<file path="src/rtl/pu_msp430_dac_sched.sv">
// rtl/pu_msp430_dac_sched.sv - round-robin scheduler feeding four requesters into one serial DAC
module pu_msp430_dac_sched #(
    parameter logic [15:0] DAC_BASE = 16'h0190,
    parameter int          TMO      = 255
) (
    input  logic        mclk,
    input  logic        puc_rst_n,
    input  logic [3:0]  req,
    input  logic [55:0] req_data,
    output logic [3:0]  ack,
    output logic        err,
    output logic        busy,
    output logic [13:0] per_addr,
    output logic [15:0] per_din,
    output logic        per_en,
    output logic [1:0]  per_we,
    input  logic [15:0] per_dout
);

    localparam logic [13:0] DATA_ADDR = DAC_BASE[14:1];
    localparam logic [13:0] STAT_ADDR = DAC_BASE[14:1] + 14'd1;
    localparam logic [7:0]  TMO_LAST  = 8'(TMO - 1);

    typedef enum logic [2:0] {
        IDLE, GRANT, WRITE, WAIT_START, WAIT_END, ACK
    } state_t;

    state_t      state_q, state_d;
    logic [1:0]  rr_q, rr_d;
    logic [1:0]  idx_q, idx_d;
    logic [13:0] data_q, data_d;
    logic [7:0]  tmo_q, tmo_d;
    logic        err_q, err_d;
    logic [1:0]  win;
    logic [1:0]  cand;
    logic        found;
    logic        frame_active;
    logic        unused_dout;

    assign frame_active = per_dout[0];
    assign unused_dout  = ^per_dout[15:1];

    // First requester at or after the round-robin pointer, wrapping 3->0.
    always_comb begin
        win   = rr_q;
        cand  = rr_q;
        found = 1'b0;
        for (int i = 0; i < 4; i++) begin
            cand = rr_q + i[1:0];
            if (!found && req[cand]) begin
                win   = cand;
                found = 1'b1;
            end
        end
    end

    always_ff @(posedge mclk or negedge puc_rst_n) begin
        if (!puc_rst_n) begin
            state_q <= IDLE;
            rr_q    <= 2'd0;
            idx_q   <= 2'd0;
            data_q  <= 14'd0;
            tmo_q   <= 8'd0;
            err_q   <= 1'b0;
        end else begin
            state_q <= state_d;
            rr_q    <= rr_d;
            idx_q   <= idx_d;
            data_q  <= data_d;
            tmo_q   <= tmo_d;
            err_q   <= err_d;
        end
    end

    always_comb begin
        state_d  = state_q;
        rr_d     = rr_q;
        idx_d    = idx_q;
        data_d   = data_q;
        tmo_d    = tmo_q;
        err_d    = err_q;
        ack      = 4'd0;
        err      = 1'b0;
        per_en   = 1'b0;
        per_we   = 2'b00;
        per_addr = 14'd0;
        per_din  = 16'd0;
        case (state_q)
            IDLE: begin
                if (|req) begin
                    idx_d   = win;
                    state_d = GRANT;
                end
            end
            GRANT: begin
                data_d  = req_data[idx_q*14 +: 14];
                err_d   = 1'b0;
                state_d = WRITE;
            end
            WRITE: begin
                per_en   = 1'b1;
                per_we   = 2'b11;
                per_addr = DATA_ADDR;
                per_din  = {2'b00, data_q};
                tmo_d    = 8'd0;
                state_d  = WAIT_START;
            end
            WAIT_START, WAIT_END: begin
                per_en   = 1'b1;
                per_addr = STAT_ADDR;
                // Success takes priority over a timeout landing in the same cycle.
                if ((state_q == WAIT_START) && frame_active) begin
                    tmo_d   = 8'd0;
                    state_d = WAIT_END;
                end else if ((state_q == WAIT_END) && !frame_active) begin
                    state_d = ACK;
                end else if (tmo_q == TMO_LAST) begin
                    err_d   = 1'b1;
                    state_d = ACK;
                end else begin
                    tmo_d = tmo_q + 8'd1;
                end
            end
            ACK: begin
                ack[idx_q] = 1'b1;
                err        = err_q;
                rr_d       = idx_q + 2'd1;
                state_d    = IDLE;
            end
            default: state_d = IDLE;
        endcase
    end

    assign busy = (state_q != IDLE);

endmodule

</file>
<file path="config.mk">
export PLATFORM = sky130hd
export DESIGN_NAME = pu_msp430_dac_sched
export DESIGN_NICKNAME = d
export VERILOG_FILES = /design/src/rtl/pu_msp430_dac_sched.sv
export SDC_FILE = /design/constraint.sdc
export NUM_CORES = 1
export LEC_CHECK = 0
export ABC_AREA = 1
export CAP_MARGIN = 15
export CORE_MARGIN = 2
export CORE_UTILIZATION = 30
export DETAILED_ROUTE_END_ITERATION = 8
export SLEW_MARGIN = 0
export SYNTH_ARGS = -nofsm -noshare
export SYNTH_HDL_FRONTEND = slang
export SYNTH_SLANG_ARGS = --single-unit
</file>
<file path="constraint.sdc">
create_clock -name mclk -period 3.17 [get_ports mclk]
set_input_delay 0.951 -clock mclk [delete_from_list [all_inputs] [get_ports mclk]]
set_output_delay 0.951 -clock mclk [all_outputs]
set_load 0.01 [all_outputs]
</file>
==> results of run 1 <==
[report_power, final]
group | switching [mW] | total (mW) | internal [mW] | leakage [nW]
combinational | 1.02 | 1.69 | 0.672 | 1.06
sequential | 0.0860 | 0.620 | 0.534 | 0.381
clock | 0.129 | 0.296 | 0.167 | 0.0431
[per-stage QoR]
step | hold WS [ps] | total power [mW] | cell area (sq um) | setup WS, ps | utilization, %
after floorplan | 465 | 1.75 | 2320 | 696 | -
after global placement | 484 | 2.31 | 3230 | 502 | 44.3
after detailed placement | 496 | 2.33 | 3230 | 482 | 44.3
after CTS | 509 | 2.64 | 3310 | 177 | 45.4
after global routing | 522 | 2.90 | 3310 | 22.2 | 45.4
final | 520 | 2.60 | 3310 | 189 | 45.4
[flip-flops by register name (all words and copies together), names as in the netlist]
name,cells
rr_q,2
state_q,3
idx_q,2
err_q,1
tmo_q,8
data_q,14
[routing by layer]
| metal | part of all wire [%] | global-route usage, % | vias to the layer above |
|---|---|---|---|
| li1 | - | - | 1260 |
| met3 | 5.6 | 3.07 | 7 |
| met5 | 0 | 0 | - |
| met4 | 1.1 | 3.91 | 0 |
| met2 | 47 | 26.2 | 72 |
| met1 | 46 | 21.0 | 1090 |
[worst max-delay path by stage]
stage	cells after the start	slack, ps	endpoint	startpoint
6_report	7	190	per_din[0]	state_q[0]
5_1_grt	7	20	per_din[1]	state_q[0]
4_1_cts	7	180	per_din[8]	state_q[0]
3_5_place_dp	7	480	per_din[8]	state_q[0]
3_3_place_gp	7	500	per_din[8]	state_q[0]
2_1_floorplan	8	700	per_addr[6]	state_q[2]
[layout make-up]
class	instances	share of cell area, %
Timing Repair Buffer	97	28.7
Multi-Input combinational cell	257	37.2
Clock buffer	6	2.49
Tap cell	99	3.74
Sequential cell	30	22.7
Inverter	46	5.22
[Yosys cell counts]
| library cell | count | area, sq um |
|---|---|---|
| dfrtp_1 | 30 | 751 |
| inv_2 | 8 | 30.0 |
| nand3_2 | 2 | 20.0 |
| a21oi_1 | 5 | 25.0 |
| buf_4 | 15 | 113 |
| o21ai_0 | 51 | 255 |
| buf_2 | 4 | 20.0 |
| nand2_4 | 1 | 11.3 |
| nand4_1 | 3 | 18.8 |
| clkinv_1 | 1 | 3.75 |
| o21ai_1 | 5 | 25.0 |
| ha_1 | 6 | 75.1 |
| nor2_1 | 58 | 218 |
| nor2_2 | 2 | 12.5 |
| nor4_1 | 1 | 6.26 |
| nand2_1 | 71 | 267 |
| nor2_4 | 2 | 22.5 |
| xor2_1 | 3 | 26.3 |
| o22ai_1 | 14 | 87.6 |
| o21a_1 | 1 | 7.51 |
| nand2_2 | 3 | 18.8 |
| conb_1 | 1 | 3.75 |
| nor3_1 | 2 | 10.0 |
| nand3_1 | 14 | 70.1 |
| clkbuf_1 | 10 | 37.5 |
| inv_1 | 37 | 139 |
| xnor2_1 | 1 | 8.76 |
[worst max-delay path: stages (launching register included)]
cell	delay [ps]
dfrtp_1	440
nor2_2	170
inv_2	60
nor2_4	120
clkinv_1	70
buf_4	200
nor2_1	110
clkdlybuf4s50_1	580
[cell families after synthesis]
kind of cell	synth area share, %
adders and majority gates	3.29
DFF	32.9
AOI/OAI and AO/OA	17.5
buffers and inverters	15.0
xor gates and xnor gates	1.54
and+or+nand+nor	29.6
other	0.164
==> results.cfg, run 1 <==
[sta]
worst-slew-pin-transition_ps = 720
finalCritPeriodShare_pct = 94.0
slew_headroom_pct = 51.9
final.setup.tns_ps = 0
fin_crit_ps = 2980
slew_violations = 0
hold_violations = 0
setup_violations = 0
max_freq_mhz = 335
fin_skew_ps = 1.75
rsz0062_at_grt = false

[clocking]
cts_hold_buf = 0
post_cts_buffers = 0
cts_sinks = 30
cts_buffers = 5
clk_latency_ps = 270
htree_levels = 2
clockBufferDepth = 2
root_buffer = clkbuf_8
clkTransAtPathRegs_ps = 60
cts_tree = built
cts-resized-gates = 0

[setup_path]
crit_arrival_ps = 2030
crit_path_start_kind = register
rrSetupSlack_ps = 1400
crit_path_end_kind = output port
reg2reg_depth = 11
crit_required_ps = 2220
r2r_end = idx_q[1]
criticalPathCategory = reg -> out
regToRegStartpoint = rr_q[0]
cp_max_fo = 17

[placed_design]
gp_congestion = 0.883
port_buffers = 89
hpwl_mm = 5.10
dp_cells = 529

[synth]
synth_cells = 351
synth_seq_cells = 30
syn_avg_cell_area_sq_um = 6.50
synth_area_sq_um = 2280
ys_seq_area_share_pct = 32.9
yosysWarnings = 0
ys_types = 27

[routing]
drtIter0Drc = 122
drt-total-wl_mm = 6.49
drt-pass1-iter-count = 6
num_vias = 2429
wire_per_inst_um = 12.1
via_per_inst = 4.54
drc_errors = 0
ant_nets = 0

[global_route]
grt_overflow = 0
antenna_found_initial = 0
grt_pass1_wl_mm = 10.8
grt_use_total_pct = 15.8
grt_max_degree = 31
first_global_vias = 2259

[worst_hold_path]
hold_path_end = tmo_q[5]
hp-class = reg -> reg
worstHoldStart = tmo_q[5]
min_path_cells = 1

[cells_and_area]
multi_input_area_sq_um = 1230
area_growth_pct = 45.1
final_common_cell = clkdlybuf4s50_1
drive_gt1_share_pct = 7.34
regArea_sq_um = 751
final_cell_mix = clkdlybuf4s50_1, nand2_1, nor2_1, o21ai_0, inv_1
instances_no_fill = 535
fillers = 780
final_nets = 521
n_antenna_cell = 0

[pwr]
p_leak_nw = 1.49
p_per_area_nw_per_um2 = 787
ir_drop_mv = 0.474

[job]
maxCapViolations = 0

[floorplanning]
io-pin-count = 117
rows = 31
fp.dieArea_sq_um = 8320
die_w_um = 91.2
die_h_um = 91.2
start_util_pct = 31.3
coreArea_sq_um = 7290

[run_status]
status = finished clean
Note: power is estimated with default switching activity, not from simulation.
==> inputs of run 2 (changes only) <==
--- a/config.mk
+++ b/config.mk
@@ -10,6 +10,7 @@
 export CORE_MARGIN = 2
 export CORE_UTILIZATION = 30
 export DETAILED_ROUTE_END_ITERATION = 8
+export SETUP_SLACK_MARGIN = 0.15
 export SLEW_MARGIN = 0
 export SYNTH_ARGS = -nofsm -noshare
 export SYNTH_HDL_FRONTEND = slang
==> run 2 against run 1 <==
Against the previous run:
- critical path depth did not move
- register-to-register slack barely moved
- worst setup slack improved by 86 ps
- largest power group unchanged
- highest routed layer unchanged
==> results.cfg, run 2 (synthesis results as in run 1) <==
[setup_path]
crit_path_start_kind = register
max_stage_delay_ps = 560
crit_arrival_ps = 1940
crit_path_end_kind = output port
cp_max_fo = 17
cp_slowest_cell = clkdlybuf4s50_1
crit_required_ps = 2220
path_cells = nor2_4 -> inv_2 -> nor2_4 -> clkinv_1 -> buf_4 -> nor2_1 -> clkdlybuf4s50_1
cp_top_family = buffers and inverters
reg2reg_depth = 11
criticalPathCategory = reg -> out
crit_cells = 7
critPathBufInv = 4
critPathMostFrequentCell = nor2_4

[sta]
slew_headroom_pct = 49.9
setup_violations = 0
finalCritPeriodShare_pct = 91.3
final.setup.tns_ps = 0
slew_violations = 0
fin_skew_ps = 4.27
holdWs_ps = 520
max_freq_mhz = 345
rsz0062_at_grt = true
hold_violations = 0
fin_crit_ps = 2890
worst-slew-pin-transition_ps = 751

[clocking]
cts_sinks = 30
htree_levels = 2
cts_hold_buf = 0
clockBufferDepth = 2
root_buffer = clkbuf_8
clk_latency_ps = 280
cts_buffers = 5
clkTransAtPathRegs_ps = 60
cts_tree = built

[routing]
drc_errors = 0
drtIter0Drc = 128
wire_per_inst_um = 12.3
via_per_inst = 4.52
drt-pass1-iter-count = 4
num_vias = 2432
ant_nets = 0
drt-total-wl_mm = 6.64

[floorplanning]
rows = 31
die_w_um = 91.2
fp.dieArea_sq_um = 8320
coreArea_sq_um = 7290
start_util_pct = 31.3
die_h_um = 91.2
io-pin-count = 117

[global_route]
grt_overflow = 0
grt_use_total_pct = 15.8
first_global_vias = 2259
antenna_found_initial = 0
grt_max_degree = 31
grt_pass1_wl_mm = 10.8

[cells_and_area]
n_antenna_cell = 0
largest_reg_flops = 14
area_growth_pct = 47.6
top_register = data_q
drive_gt1_share_pct = 8.43
final_common_cell = clkdlybuf4s50_1
final_cell_mix = clkdlybuf4s50_1, nand2_1, nor2_1, o21ai_0, inv_1
top_regs = data_q x14, tmo_q x8, state_q x3
final_nets = 524

[placed_design]
port_buffers = 89
gp_congestion = 0.883
hpwl_mm = 5.10

[pwr]
sequentialPowerShare_pct = 23.6
p_per_area_nw_per_um2 = 785
pwr-share-comb_pct = 65.0
total_power_mw = 2.64
p_leak_nw = 1.67
p_int_mw = 1.39
p_sw_mw = 1.25
p_sw_share_pct = 47.5
pwr-share-clk_pct = 11.3
ir_drop_mv = 0.457

[worst_hold_path]
min_path_cells = 1
hp-class = reg -> reg

[job]
maxCapViolations = 0

[run_status]
status = finished clean
-- run 2: cell type report --
class / instances / area (sq um)
Multi-Input combinational cell: 257 / 1240
Timing Repair Buffer: 100 / 998
Tap cell: 99 / 124
Clock buffer: 6 / 82.6
Sequential cell: 30 / 752
Fill cell: 774 / 3920
Inverter: 46 / 173
-- run 2: path summary, 6_finish.rpt --
kind                            startpoint          to  slack (ps)
worst max register to register     rr_q[0]    idx_q[1]        1400
worst max-delay path            state_q[0]  per_din[1]         280
worst min register to register    tmo_q[5]    tmo_q[5]         520
min in group asynchronous        puc_rst_n   data_q[2]        1060
max in group asynchronous        puc_rst_n  state_q[0]        1810
worst min-delay path              tmo_q[5]    tmo_q[5]         520
-- run 2: timing repair --
| action | CTS | global route |
|---|---|---|
| hold endpoints to repair | 0 | 0 |
| buffers inserted | 0 | 3 |
| gates resized for setup | 0 | 13 |
| setup endpoints to repair | 0 | 21 |
-- run 2: stage by stage --
| stage | setup slack [ps] | cell area [sq um] | instances | utilization (%) |
|---|---|---|---|---|
| floorplan | 696 | 2320 | 362 | - |
| finish | 275 | 3370 | 538 | 46.2 |
| CTS | 177 | 3310 | 535 | 45.4 |
| global placement | 502 | 3230 | 529 | 44.3 |
| global route | 113 | 3370 | 538 | 46.2 |
| detailed placement | 482 | 3230 | 529 | 44.3 |
-- run 2: power groups by stage --
stage	clock network, mW	registers [mW]	logic [mW]
6_report	0.299	0.625	1.72
5_1_grt	0.322	0.640	1.97
4_1_cts	0.306	0.621	1.71
3_5_place_dp	0	0.629	1.70
3_3_place_gp	0	0.623	1.68
2_1_floorplan	0	0.604	1.15
-- run 2: per-layer routing --
metal	up-vias	share of wire, %	routed length (um)	GRT usage [%]
met2	65	48	3170	26.2
met4	0	0.66	44	3.91
met3	5	4.7	314	3.07
met1	1095	47	3120	21.0
li1	1267	-	-	-
met5	-	0	0	0
